--- src/rtl/chunked_adder_pkg.sv ---
// Shared types and elaboration helpers for the chunked sequential adder.
// The optional subtract path is enabled by defining CHUNK_ADDER_SUB_EN.
package chunked_adder_pkg;

    typedef enum logic [1:0] {
        IDLE = 2'd0,
        RUN  = 2'd1,
        DONE = 2'd2
    } state_t;

    function automatic int calc_nchunk(input int width, input int chunk);
        return width / chunk;
    endfunction

    // A single-slice configuration still needs a 1-bit counter to be legal.
    function automatic int calc_cnt_width(input int nchunk);
        return (nchunk > 1) ? $clog2(nchunk) : 1;
    endfunction

    function automatic bit width_ok(input int width, input int chunk);
        return (chunk > 0) && (width > 0) && ((width % chunk) == 0);
    endfunction

endpackage

--- src/rtl/chunked_adder_seq_if.sv ---
// Operand/result handshake bundle for chunked_adder_seq.
// The sub select exists only when CHUNK_ADDER_SUB_EN is defined.
interface chunked_adder_seq_if #(
    parameter int WIDTH = 32
);

    logic             in_valid;
    logic             in_ready;
    logic [WIDTH-1:0] in1;
    logic [WIDTH-1:0] in2;
    logic             cin;
`ifdef CHUNK_ADDER_SUB_EN
    logic             sub;
`endif
    logic             out_valid;
    logic             out_ready;
    logic [WIDTH-1:0] sum;
    logic             cout;

`ifdef CHUNK_ADDER_SUB_EN
    modport master (
        output in_valid, in1, in2, cin, sub, out_ready,
        input  in_ready, out_valid, sum, cout
    );

    modport slave (
        input  in_valid, in1, in2, cin, sub, out_ready,
        output in_ready, out_valid, sum, cout
    );
`else
    modport master (
        output in_valid, in1, in2, cin, out_ready,
        input  in_ready, out_valid, sum, cout
    );

    modport slave (
        input  in_valid, in1, in2, cin, out_ready,
        output in_ready, out_valid, sum, cout
    );
`endif

endinterface

--- src/rtl/chunked_adder_seq_chunk.sv ---
// CHUNK-bit ripple slice built from the 1-bit full adder cell; the sequential
// adder reuses one of these for every slice of the operands.
module full_adder_1 (
    input  logic in1,
    input  logic in2,
    input  logic cin,
    output logic sum,
    output logic cout
);

    assign sum  = in1 ^ in2 ^ cin;
    assign cout = (in1 & in2) | (cin & (in1 ^ in2));

endmodule

module adder_chunk #(
    parameter int CHUNK = 8
) (
    input  logic [CHUNK-1:0] in1,
    input  logic [CHUNK-1:0] in2,
    input  logic             cin,
    output logic [CHUNK-1:0] sum,
    output logic             cout
);

    logic [CHUNK:0] carry;

    assign carry[0] = cin;
    assign cout     = carry[CHUNK];

    for (genvar i = 0; i < CHUNK; i++) begin : g_bit
        full_adder_1 u_fa (
            .in1  (in1[i]),
            .in2  (in2[i]),
            .cin  (carry[i]),
            .sum  (sum[i]),
            .cout (carry[i+1])
        );
    end

endmodule

--- src/rtl/chunked_adder_seq.sv ---
// Multi-cycle adder: one CHUNK-bit slice per clock through a shared ripple slice.
// Defining CHUNK_ADDER_SUB_EN adds the sub port (in1 - in2 via ~in2 and carry 1).
module chunked_adder_seq
    import chunked_adder_pkg::*;
#(
    parameter int WIDTH = 32,
    parameter int CHUNK = 8
) (
    input logic              clk,
    input logic              rst_n,
    chunked_adder_seq_if.slave bus
);

    localparam int NCHUNK = calc_nchunk(WIDTH, CHUNK);
    localparam int CW     = calc_cnt_width(NCHUNK);
    localparam logic [CW-1:0] LAST = CW'(NCHUNK - 1);

    if (!width_ok(WIDTH, CHUNK)) begin : g_bad_width
        $error("chunked_adder_seq: WIDTH must be a positive multiple of CHUNK");
    end

    state_t           state;
    logic [CW-1:0]    cnt;
    logic             carry;
    logic [WIDTH-1:0] op_a;
    logic [WIDTH-1:0] op_b;
    logic [WIDTH-1:0] sum_r;
    logic             cout_r;
    logic             in_ready_r;
    logic             out_valid_r;

    logic [CHUNK-1:0] slice_a;
    logic [CHUNK-1:0] slice_b;
    logic [CHUNK-1:0] slice_s;
    logic             slice_c;

    assign slice_a = op_a[cnt*CHUNK +: CHUNK];
    assign slice_b = op_b[cnt*CHUNK +: CHUNK];

    adder_chunk #(.CHUNK(CHUNK)) u_slice (
        .in1  (slice_a),
        .in2  (slice_b),
        .cin  (carry),
        .sum  (slice_s),
        .cout (slice_c)
    );

    // Handshake flags are registered alongside the state so neither depends
    // combinationally on in_valid or out_ready.
    always_ff @(posedge clk or negedge rst_n) begin
        if (!rst_n) begin
            state       <= IDLE;
            cnt         <= '0;
            carry       <= 1'b0;
            op_a        <= '0;
            op_b        <= '0;
            sum_r       <= '0;
            cout_r      <= 1'b0;
            in_ready_r  <= 1'b1;
            out_valid_r <= 1'b0;
        end else begin
            case (state)
                IDLE: begin
                    if (bus.in_valid) begin
                        op_a <= bus.in1;
`ifdef CHUNK_ADDER_SUB_EN
                        if (bus.sub) begin
                            op_b  <= ~bus.in2;
                            carry <= 1'b1;
                        end else begin
                            op_b  <= bus.in2;
                            carry <= bus.cin;
                        end
`else
                        op_b  <= bus.in2;
                        carry <= bus.cin;
`endif
                        cnt        <= '0;
                        in_ready_r <= 1'b0;
                        state      <= RUN;
                    end
                end
                RUN: begin
                    sum_r[cnt*CHUNK +: CHUNK] <= slice_s;
                    carry                     <= slice_c;
                    if (cnt == LAST) begin
                        cout_r      <= slice_c;
                        cnt         <= '0;
                        out_valid_r <= 1'b1;
                        state       <= DONE;
                    end else begin
                        cnt <= cnt + 1'b1;
                    end
                end
                DONE: begin
                    if (bus.out_ready) begin
                        out_valid_r <= 1'b0;
                        in_ready_r  <= 1'b1;
                        state       <= IDLE;
                    end
                end
                default: begin
                    out_valid_r <= 1'b0;
                    in_ready_r  <= 1'b1;
                    state       <= IDLE;
                end
            endcase
        end
    end

    assign bus.in_ready  = in_ready_r;
    assign bus.out_valid = out_valid_r;
    assign bus.sum       = sum_r;
    assign bus.cout      = cout_r;

endmodule
--- src/flat_wrapper.sv ---
// flat-port wrapper written by rule: the top's interface ports become plain ports
module chunked_adder_seq_flat import chunked_adder_pkg::*;
#(
    parameter int WIDTH = 32,
    parameter int CHUNK = 8
)
  (clk, rst_n, bus_in_valid, bus_in1, bus_in2, bus_cin, bus_out_ready, bus_in_ready, bus_out_valid, bus_sum, bus_cout);
  chunked_adder_seq_if #(.WIDTH(WIDTH)) bus_i ();
  input logic clk;
  input logic rst_n;
  input wire logic [$bits(bus_i.in_valid)-1:0] bus_in_valid;
  input wire logic [$bits(bus_i.in1)-1:0] bus_in1;
  input wire logic [$bits(bus_i.in2)-1:0] bus_in2;
  input wire logic [$bits(bus_i.cin)-1:0] bus_cin;
  input wire logic [$bits(bus_i.out_ready)-1:0] bus_out_ready;
  output wire logic [$bits(bus_i.in_ready)-1:0] bus_in_ready;
  output wire logic [$bits(bus_i.out_valid)-1:0] bus_out_valid;
  output wire logic [$bits(bus_i.sum)-1:0] bus_sum;
  output wire logic [$bits(bus_i.cout)-1:0] bus_cout;
  assign bus_i.in_valid = bus_in_valid;
  assign bus_i.in1 = bus_in1;
  assign bus_i.in2 = bus_in2;
  assign bus_i.cin = bus_cin;
  assign bus_i.out_ready = bus_out_ready;
  assign bus_in_ready = bus_i.in_ready;
  assign bus_out_valid = bus_i.out_valid;
  assign bus_sum = bus_i.sum;
  assign bus_cout = bus_i.cout;
  chunked_adder_seq #(.WIDTH(WIDTH), .CHUNK(CHUNK)) u_core (.clk(clk), .rst_n(rst_n), .bus(bus_i));
endmodule
--- config.mk ---
export PLATFORM = sky130hd
export DESIGN_NAME = chunked_adder_seq_flat
export DESIGN_NICKNAME = d
export VERILOG_FILES = /design/src/rtl/chunked_adder_pkg.sv /design/src/rtl/chunked_adder_seq_if.sv /design/src/rtl/chunked_adder_seq_chunk.sv /design/src/rtl/chunked_adder_seq.sv /design/src/flat_wrapper.sv
export SDC_FILE = /design/constraint.sdc
export NUM_CORES = 1
export LEC_CHECK = 0
export BUFFER_PORTS_ARGS = -buffer_cell sky130_fd_sc_hd__buf_2
export CORE_ASPECT_RATIO = 2
export CORE_MARGIN = 1.5
export CORE_UTILIZATION = 50
export CTS_CLUSTER_DIAMETER = 30
export DETAILED_ROUTE_END_ITERATION = 12
export PLACE_DENSITY = 0.71
export SETUP_SLACK_MARGIN = 0.3
export SLEW_MARGIN = 30
export SYNTH_ARGS = -nofsm -noshare
export SYNTH_HDL_FRONTEND = slang
export SYNTH_SLANG_ARGS = --single-unit
--- constraint.sdc ---
create_clock -name clk -period 8.5 [get_ports clk]
set_input_delay 0.85 -clock clk [delete_from_list [all_inputs] [get_ports clk]]
set_output_delay 0.85 -clock clk [all_outputs]
set_load 0.005 [all_outputs]
* After elaboration in Yosys (flattened, before gate mapping)
Cells that the tools add are included.
** Word-level totals
- Register bits :: 104
- Input port bits :: 69
- Output and inout port bits :: 35
- Logic and storage cells :: 87
** Operators by class
- $add $sub $neg :: 2
- Equal/unequal tests :: 6
- Shift operators :: 4
- Mux-type cells :: 16
- Bitwise gates (word level) :: 42
- Reductions and logical operators :: 8
** Operator list (count)
- $shiftx 32x6->8 :: 2
- $neg 5->34 :: 1
- $shift 8x34->32 const A :: 1
- $shiftx 8x34->32 :: 1
- $bwmux 32 :: 1
- $and 1x1->1 :: 16
- $xor 1x1->1 :: 16
- $mux 2 :: 5
- $reduce_and 3->1 :: 3
- $or 1x1->1 :: 8
- $pmux 1 s3 :: 2
- $pmux 2 s3 :: 1
- $reduce_and 2->1 :: 3
- $mux 1 :: 5
- $eq 2x2->1 const B :: 2
- $ne 2x2->1 const B :: 2
- $pmux 2 s2 :: 1
- $add 2x1->2 const B :: 1
- $eq 2x1->1 const B :: 1
- $logic_not 2->1 :: 1
- $ne 2x1->1 const B :: 1
- $not 1->1 :: 2
- $pmux 1 s2 :: 1
- $reduce_bool 2->1 :: 1

* Depth between registers and ports, before layout
Gate-level depths: netlist (run 1).
- Depth in word-level cells :: 19
- Gate-level depth with buffers :: 15
- Mapped depth without buffers :: 13

* Hierarchy
A second synthesis (run 1) with hierarchy kept.
** Unflattened totals
- Cells, all modules :: 323
- Area total of the unflattened synthesis :: 4904.7 µm²
** Modules (own cells, without submodules)
- chunked_adder_seq :: instances 1, cells each 315, area an instance 4744.6 µm², sequential area each 2603.7 µm²
- full_adder_1 :: instances 8, cells each 1, area an instance 20.0 µm², sequential area each 0.0 µm²

* Worst setup path before layout (run 1)
OpenSTA, ideal clock, no wires.
- Path type :: reg2reg
- From :: reg u_core.cnt[0]
- To :: reg u_core.sum_r[23] (netlist: u_core.bus.sum[23])
- Library setup time :: 121 ps
- Arrival :: 3762 ps
- Required time :: 8379 ps
- Path slack :: 4618 ps
- Stages on the path, launching flop included :: 14
- Path buffers :: 1
- Period minus slack after synthesis :: 3882 ps
- Cell sequence :: dfrtp_1 > buf_2 > mux4_2 > fa_1 > fa_1 > inv_1 > fa_1 > fa_1 > fa_1 > fa_1 > inv_1 > fa_1 > fa_1 > a22o_1
** Between the ends
- Longest elaborated chain between the ends :: 19
- Elaborated cells between the ends (all ways) :: 43
- Those cells by class :: 1 x add/sub; 4 x shift; 1 x mux; 37 x bitwise
** RTL lines
- start: declaration :: line chunked_adder_seq.sv:23 : logic [CW-1:0] cnt;
- start signal: assignment :: line chunked_adder_seq.sv:92 : cnt <= cnt + 1'b1;
- $shiftx 32x6->8, on equally long branches :: line chunked_adder_seq.sv:37, chunked_adder_seq.sv:38
- $xor 1x1->1 :: line chunked_adder_seq_chunk.sv:11, chunked_adder_seq_chunk.sv:12
- $and 1x1->1 :: line chunked_adder_seq_chunk.sv:12 : assign cout = (in1 & in2) | (cin & (in1 ^ in2));
- $or 1x1->1 :: line chunked_adder_seq_chunk.sv:12
- $and 1x1->1 :: line chunked_adder_seq_chunk.sv:12
- $or 1x1->1 :: line chunked_adder_seq_chunk.sv:12
- $and 1x1->1 :: line chunked_adder_seq_chunk.sv:12
- $or 1x1->1 :: line chunked_adder_seq_chunk.sv:12
- [3 not listed]
- $or 1x1->1 :: line chunked_adder_seq_chunk.sv:12
- $and 1x1->1 :: line chunked_adder_seq_chunk.sv:12
- $or 1x1->1 :: line chunked_adder_seq_chunk.sv:12
- $and 1x1->1 :: line chunked_adder_seq_chunk.sv:12
- $or 1x1->1 :: line chunked_adder_seq_chunk.sv:12
- $xor 1x1->1 :: line chunked_adder_seq_chunk.sv:11 : assign sum = in1 ^ in2 ^ cin;
- $shiftx 8x34->32 :: line chunked_adder_seq.sv:84 : sum_r[cnt*CHUNK +: CHUNK] <= slice_s;
- $bwmux 32 * :: line chunked_adder_seq.sv:84
- end signal: indexed assignment :: line chunked_adder_seq.sv:84
- end: declaration :: line chunked_adder_seq.sv:27 : logic [WIDTH-1:0] sum_r;
Mark *: on every way between the ends. The rest lies on a longest branch, timed or not.
A chain may end at the register's enable or synchronous reset.

* Worst setup path in the final report (run 1)
- From :: reg u_core.cnt[1]
- To :: reg u_core.sum_r[31] (netlist: u_core.bus.sum[31])
The elaborated chain is that of the path after synthesis.

==> results.md, run 1 <==
- Total die area: 0.00981 mm^2
- F_max: 0.220 GHz
- CTS root buffer: clkbuf_16
- CTS Sinks: 104
- Htree depth: 3
- Drt first pass iters: 4
- Vias in the first global route: 3,074
- Setup Buffers After CTS: 0
- Fin. Hold Viols: 0
- Grt total ovfl: 0
- Input/output buffers: 103
- Hold buffers post-CTS: 0
- N_diodes: 0
- Setup CP Type: flop to flop
- Syn avg cell area: 14.9 um^2
- Total Routing Usage GR: 20.5%
- Seq cells post-synth: 104
- Hold Crit Class: input port to async pin
- Cell Count, Final, Fillers Out: 519
- GP Congestion: 0.780
- Drt via density: 5.66
- Final Routed Wirelength: 9.57 mm
- Overall Power: 0.00231 W
- Clock network latency to the later pin of the worst-skew pair: 0.34 ns
- Core Area: 0.00895 mm^2
- TNS Setup: 0 ns
- Standard-cell rows: 49
- Type of origin of the critical path: flop
- Mapped cell area: 0.00460 mm^2
- Top cells by area, synth: dfrtp_1, mux2_2, mux4_2
- Final Critical Period: 4.55 ns
- Pwr per Cell Area: 424 mW/mm^2
- Setup Skew: 0.00775 ns
- Max-slew headroom: 39.6%
- Maximum vdd drop: 0.000200 V
- Post-DRT Antenna Nets: 0
- Final setup vio count: 0
- Setup crit end kind: flop
- Post-DP HPWL: 7.05 mm
- YS warnings: 0
- Clock Pin Slew Worst Setup and Hold Paths: 0.06 ns
- Die Wd: 70.8 um
- CTS buffer count: 9
- Worst-Margin Slew: 0.905 ns
- Drt drc: 0
- Status: complete, no violations
- Nets: 495
- Mapped Cells: 309
- Global-route wire length before repair: 15.4 mm
- Post-DR wirelength/cell: 18.4 um
- Boundary Pins: 104
- Share of layout cells above drive strength 1: 48.7%
- Register area share after synthesis: 56.6%
- Clk buf depth: 2
- Arrival time at the worst endpoint: 4.80 ns
- Number of max-cap violations: 0
- Initial antenna violation count: 0
- Final core area utilization: 60.9%
- Area delta synth->final: 18.7%
- Filler cells: 719
- Starting density of the core: 51.4%
- Period Utilization, post-route: 53.6%
- Crit Path Max Fanout: 21
- Placed cells: 503
- Die height: 139 um
- Count of pins over their slew limit: 0
- Post-CTS sizing: 0
- TritonCTS clock tree: yes
- CP required: 8.75 ns
- Post-synth cell types: 30
- DR vias: 2,937
- RSZ-0062 raised after global routing: no
- Top cell type's share of synthesized area: 56.1%
- Yosys top cell by area: dfrtp_1
- Largest net degree at the start of global routing: 89
- Number of DRC markers in iteration 0: 150
- Syn Nets: 392
- P_leak: 2.58 nW
==> cells by family (layout without fill, tap and decap cells) <==
kind of cell               count (synthesis)  after routing  share of synthesized area (%)
DFF                                      104            104                           56.6
muxes                                     82             82                           24.0
AOI/OAI and AO/OA                         41             41                           6.72
and+or+nand+nor                           40             40                           4.52
buffers and inverters                     28            136                           3.02
adders and majority gates                 14             14                           5.12
==> report_power, final <==
group | switching [W] | internal [W] | leakage, nW | total, W
registers | 0.000147 | 0.000718 | 1.29 | 0.000865
clock network | 0.000170 | 0.000206 | 0.130 | 0.000375
logic | 0.000522 | 0.000548 | 1.16 | 0.00107
total | 0.000839 | 0.00147 | 2.58 | 0.00231
==> critical path, stage by stage (launching register included) <==
cell and delay [ns]:
dfrtp_1 0.94, mux4_2 0.63, fa_1 0.43, fa_1 0.37
inv_1 0.10, fa_1 0.19, fa_1 0.19, fa_1 0.19
fa_1 0.16, inv_1 0.06, fa_1 0.39, fa_1 0.56
nand2_1 0.06, o21ai_0 0.18
==> final cells by class <==
type / instances / area [um^2] / share of cell area (%)
sequential: 104 / 2600 / 47.7
inverter: 14 / 52.6 / 0.963
multi-input combinational: 177 / 1860 / 34.1
clock inverter: 3 / 17.5 / 0.321
tap: 102 / 128 / 2.34
timing repair buffer: 106 / 544 / 9.98
clock buffer: 13 / 250 / 4.59
==> cells in the final DEF (no fill, tap or decap) <==
cell type,n
mux2i_1,1
clkinvlp_4,1
buf_4,3
nor2b_1,3
o22a_1,1
buf_6,1
mux2_2,65
clkinv_2,2
clkbuf_16,9
dfstp_2,1
nand2_1,19
fa_1,8
a21oi_1,3
o21ai_0,10
mux4_2,16
o2bb2ai_1,12
nand4_1,1
or3_4,1
clkbuf_8,1
nor3b_1,2
nor3_1,1
nand3b_1,1
or3b_1,1
nor2_1,4
nand3_1,2
inv_1,14
and4_1,1
dfrtp_1,103
and3_1,2
clkbuf_1,3
a22oi_1,1
nor4bb_1,1
ha_1,6
nor3b_2,1
a22o_1,14
buf_2,102
==> path summary, 6_finish.rpt <==
kind | end | startpoint | cells after the start | slack (ns)
max | u_core.bus.sum[31] | u_core.cnt[1] | 13 | 3.95
min | u_core.op_a[11] | rst_n | 1 | 0.36
max reg2reg | u_core.bus.sum[31] | u_core.cnt[1] | 13 | 3.95
min reg2reg | u_core.bus.sum[29] | u_core.bus.sum[29] | 2 | 0.48
max in group asynchronous | u_core.op_a[8] | rst_n | 2 | 7.11
min in group clk | u_core.bus.sum[29] | u_core.bus.sum[29] | 2 | 0.48
==> routing by layer <==
| layer | routed length, um | vias to the layer above | global-route usage [%] |
|---|---|---|---|
| li1 | - | 1330 | - |
| met1 | 3620 | 1514 | 24.7 |
| met2 | 5360 | 79 | 35.1 |
| met3 | 392 | 14 | 4.29 |
| met4 | 195 | 0 | 8.54 |
| met5 | 0 | - | 0 |
==> sequential cells by signal (all words and copies together) (netlist names) <==
| name | cells |
|---|---|
| u_core.bus.sum | 32 |
| u_core.op_a | 32 |
| u_core.op_b | 32 |
| u_core.cnt | 2 |
| u_core.state | 2 |
| u_core.bus.cout | 1 |
| u_core.bus.in_ready | 1 |
| u_core.bus.out_valid | 1 |
| u_core.carry | 1 |
==> cells in the mapped netlist (all sizes together) <==
| cell | instances |
|---|---|
| dfrtp | 103 |
| and4 | 1 |
| nand3 | 2 |
| ha | 6 |
| nand4 | 1 |
| fa | 8 |
| inv | 14 |
| or3b | 1 |
| nor3 | 1 |
| a21oi | 3 |
| nand2 | 19 |
| a22o | 14 |
| o21ai | 10 |
| or3 | 1 |
| nand3b | 1 |
| mux2i | 1 |
| nor2b | 3 |
| nor3b | 3 |
| clkbuf | 1 |
| buf | 13 |
| a22oi | 1 |
| mux2 | 65 |
| nor2 | 4 |
| mux4 | 16 |
| and3 | 2 |
| o22a | 1 |
| nor4bb | 1 |
| dfstp | 1 |
| o2bb2ai | 12 |
==> through the flow <==
stage               hold WS (ns)  cell area, um^2  worst slack (ns)
floorplan                  0.473             4600              4.62
global placement           0.460             5180              4.06
detailed placement         0.471             5190              3.91
CTS                        0.361             5460              3.90
global route               0.366             5460              3.71
finish                     0.363             5460              3.95
Note: power is estimated with default switching activity, not from simulation.
==> run 2: changes to the inputs <==
--- a/config.mk
+++ b/config.mk
@@ -5,13 +5,14 @@
 export SDC_FILE = /design/constraint.sdc
 export NUM_CORES = 1
 export LEC_CHECK = 0
+export ABC_AREA = 1
 export BUFFER_PORTS_ARGS = -buffer_cell sky130_fd_sc_hd__buf_2
 export CORE_ASPECT_RATIO = 2
 export CORE_MARGIN = 1.5
 export CORE_UTILIZATION = 50
 export CTS_CLUSTER_DIAMETER = 30
 export DETAILED_ROUTE_END_ITERATION = 12
-export PLACE_DENSITY = 0.71
+export PLACE_DENSITY = 0.7
 export SETUP_SLACK_MARGIN = 0.3
 export SLEW_MARGIN = 30
 export SYNTH_ARGS = -nofsm -noshare
==> constraint.sdc (replaced) <==
create_clock -name clk -period 4.27 [get_ports clk]
set_input_delay 0.427 -clock clk [delete_from_list [all_inputs] [get_ports clk]]
set_output_delay 0.427 -clock clk [all_outputs]
set_load 0.005 [all_outputs]
==> run 2 against run 1 <==
  * First-iteration DRC count increased by 59%
  * Critical endpoint unchanged
  * Non-clock buffer count rose by 11
  * Wire length grew 27%
  * Cell area rose by 8.0%
  * Count of clock-buffer cells in the layout is the same
  * Utilization fell by 0.21 points
  * Power rose by 110%
  * Sequential cell count did not move
  * Critical path depth up 6
  * Die area rose by 7.5%
  * Sequential power up 93%
  * Synthesized area grew 7.7%
==> results.md, run 2 <==
- Flop-to-flop setup slack: 0.48 ns
- Levels on crit path: 19
- Pwr per Cell Area: 837 mW/mm^2
- Mapped cell area: 0.00495 mm^2
- Post-synth cell types: 23
- Synth Flop Type: dfrtp_1
- Nets: 799
- Sw Pwr: 0.00214 W
- Drt first pass iters: 4
- Grt total ovfl: 0
- Post-DR wirelength/cell: 14.3 um
- Crit Path Max Fanout: 5
- Clock network latency to the later pin of the worst-skew pair: 0.35 ns
- Die height: 144 um
- TritonCTS clock tree: yes
- Synth top cells by count: nand2_1, dfrtp_1, nand3_1
- Multi-input gate area: 0.00206 mm^2
- Worst Setup SP: u_core.cnt[0]
- Fin. Hold Viols: 0
- Arrival time at the worst endpoint: 4.02 ns
- YS warnings: 0
- Most common cell in the netlist: nand2_1
- Global-route wire length before repair: 19.5 mm
- CTS Sinks: 104
- Largest net degree at the start of global routing: 58
- Power share of the clock group: 16.8%
- Final Critical Period: 3.79 ns
- Syn Nets: 698
- Post-synth EDFFs: 0
- Final core area utilization: 60.7%
- Final setup vio count: 0
- CP bufs+invs: 4
- GP Congestion: 0.915
- Top cells by area, synth: dfrtp_1, nand2_1, nand3_1
- Input/output buffers: 103
- CP required: 4.51 ns
- Total die area: 0.0105 mm^2
- Syn avg cell area: 8.05 um^2
- CTS buffer count: 9
- Period Utilization, post-route: 88.7%
- P_int: 0.00279 W
- Setup crit end kind: flop
- Seq cells post-synth: 104
- N_diodes: 0
- TNS Setup: 0 ns
- Seq pwr share: 33.8%
- Initial antenna violation count: 0
- Worst path cell trace: buf_6, nor2_1, nor2_1, o21ai_0, nand2_1, fa_2, fa_1, inv_1, fa_2, fa_2, fa_1, fa_1, inv_1, fa_2, fa_1, nand3_1, inv_1, nand2_1, nand2_1
- Clk buf depth: 2
- Overall Power: 0.00493 W
- Hold buffers post-CTS: 0
- FF+latch area: 0.00261 mm^2
- Max-slew headroom: 51.4%
- Worst-Margin Slew: 0.729 ns
- Reg-to-reg startpoint: u_core.cnt[0]
- Hold Crit Class: input port to async pin
- F_max: 0.264 GHz
- Sw Share: 43.5%
- RR Endpoint: u_core.bus.sum[31]
- Number of DRC markers in iteration 0: 238
- Async SR Flop Fraction: 100%
- Top cell type's share of synthesized area: 52.1%
- Core Area: 0.00970 mm^2
- Final Routed Wirelength: 12.2 mm
- Register area share after synthesis: 52.6%
- Setup CP Type: flop to flop
- CP max stage cell: fa_1
- Boundary Pins: 104
- Yosys top cell by area: dfrtp_1
- Worst Reg-to-Reg Cells: 19
- CTS root buffer: clkbuf_16
- Standard-cell rows: 51
- Htree depth: 3
- Post-DRT Antenna Nets: 0
- Filler cells: 939
- DR vias: 4,213
- Post-DP HPWL: 9.10 mm
- Largest stage delay, worst path: 0.46 ns
- CP delay by family, top: adder cells
- Setup Skew: 0.00787 ns
- Clock Pin Slew Worst Setup and Hold Paths: 0.07 ns
- Share of layout cells above drive strength 1: 20.4%
- Combinational power share: 49.4%
- Maximum vdd drop: 0.000402 V
- Vias in the first global route: 4,213
- RSZ-0062 raised after global routing: no
- P_leak: 3.36 nW
- Starting density of the core: 51.0%
- Commonest cells after routing, fill and taps aside: nand2_1, buf_2, dfrtp_1, nand3_1, inv_1
- Drt via density: 4.94
- Drt drc: 0
- Status: complete, no violations
- Type of origin of the critical path: flop
- Die Wd: 73.4 um
- Count of pins over their slew limit: 0
- Commonest non-fill, non-tap cell in the layout: nand2_1
- Number of max-cap violations: 0
- CP endpoint: u_core.bus.sum[31]
- Total Routing Usage GR: 24.6%
- Area delta synth->final: 19.0%
- Mapped Cells: 615
-- run 2: changes by cell type after synthesis, moves of 9 or more --
cell	previous run	this run
o211ai_1	0	11
nand3_1	2	38
buf_2	6	15
a22o_1	14	0
nor2_1	4	28
nand2_1	19	320
inv_1	14	35
mux4_2	16	0
mux2_2	65	0
o2bb2ai_1	12	0
o21ai_0	10	27
-- run 2: power by group through the flow --
stage	Combinational (W)	Clock, W	Sequential (W)
2_1_floorplan	0.00170	0	0.00160
3_3_place_gp	0.00231	0	0.00167
3_5_place_dp	0.00237	0	0.00167
4_1_cts	0.00238	0.000844	0.00166
5_1_grt	0.00277	0.000881	0.00171
6_report	0.00243	0.000829	0.00167
-- run 2: cell families after synthesis --
group,after synthesis,share of synthesized area [%]
and+or+nand+nor,394,31.8
adders and majority gates,14,4.75
buffers and inverters,63,6.19
DFF,104,52.6
AOI/OAI and AO/OA,40,4.65
-- run 2: worst register-to-register path: stages, from the launching register on --
cell and delay [ns]:
dfrtp_1 0.40, buf_6 0.13, nor2_1 0.04, nor2_1 0.07, o21ai_0 0.08, nand2_1 0.09, fa_2 0.20, fa_1 0.17
inv_1 0.05, fa_2 0.34, fa_2 0.34, fa_1 0.38, fa_1 0.37, inv_1 0.08, fa_2 0.20, fa_1 0.46
nand3_1 0.12, inv_1 0.05, nand2_1 0.06, nand2_1 0.05
-- run 2: metal layers --
| layer | routed length (um) | global-route usage (%) | up-vias |
|---|---|---|---|
| li1 | - | - | 2101 |
| met1 | 4650 | 26.4 | 1971 |
| met2 | 6600 | 43.8 | 111 |
| met3 | 378 | 4.14 | 30 |
| met4 | 538 | 14.4 | 0 |
| met5 | 0 | 0 | - |
-- run 2: area by class of cell --
type	count	share of cell area [%]
multi-input cells	448	34.9
well taps	132	2.80
clock inverters	3	0.680
repair buffers	117	10.6
clock buffers	13	4.42
flip-flops and latches	104	44.2
inverters	36	2.34
-- run 2: worst min path at each step --
stage / slack [ns] / depth (start not counted) / end / startpoint
global route: 0.19 / 1 / u_core.state[1] / rst_n
floorplan: 0.13 / 0 / u_core.bus.cout / rst_n
detailed placement: 0.46 / 2 / u_core.bus.sum[28] / u_core.bus.sum[28]
global placement: 0.45 / 2 / u_core.bus.in_ready / u_core.bus.in_ready
finish: 0.12 / 1 / u_core.carry / rst_n
CTS: 0.15 / 1 / u_core.op_a[25] / rst_n
-- run 2: what timing repair did --
item	4_1_cts	5_1_grt
endpoints found under the setup margin	0	8
buffers inserted	0	5
resized for setup	0	8
-- run 2: metrics by stage --
stage	area [um^2]	worst slack, ns	cells	hold slack [ns]
2_1_floorplan	4950	0.387	615	0.131
3_3_place_gp	5530	0.425	832	0.451
3_5_place_dp	5530	0.330	832	0.460
4_1_cts	5830	0.304	848	0.153
5_1_grt	5890	0.306	853	0.193
6_report	5890	0.484	853	0.123
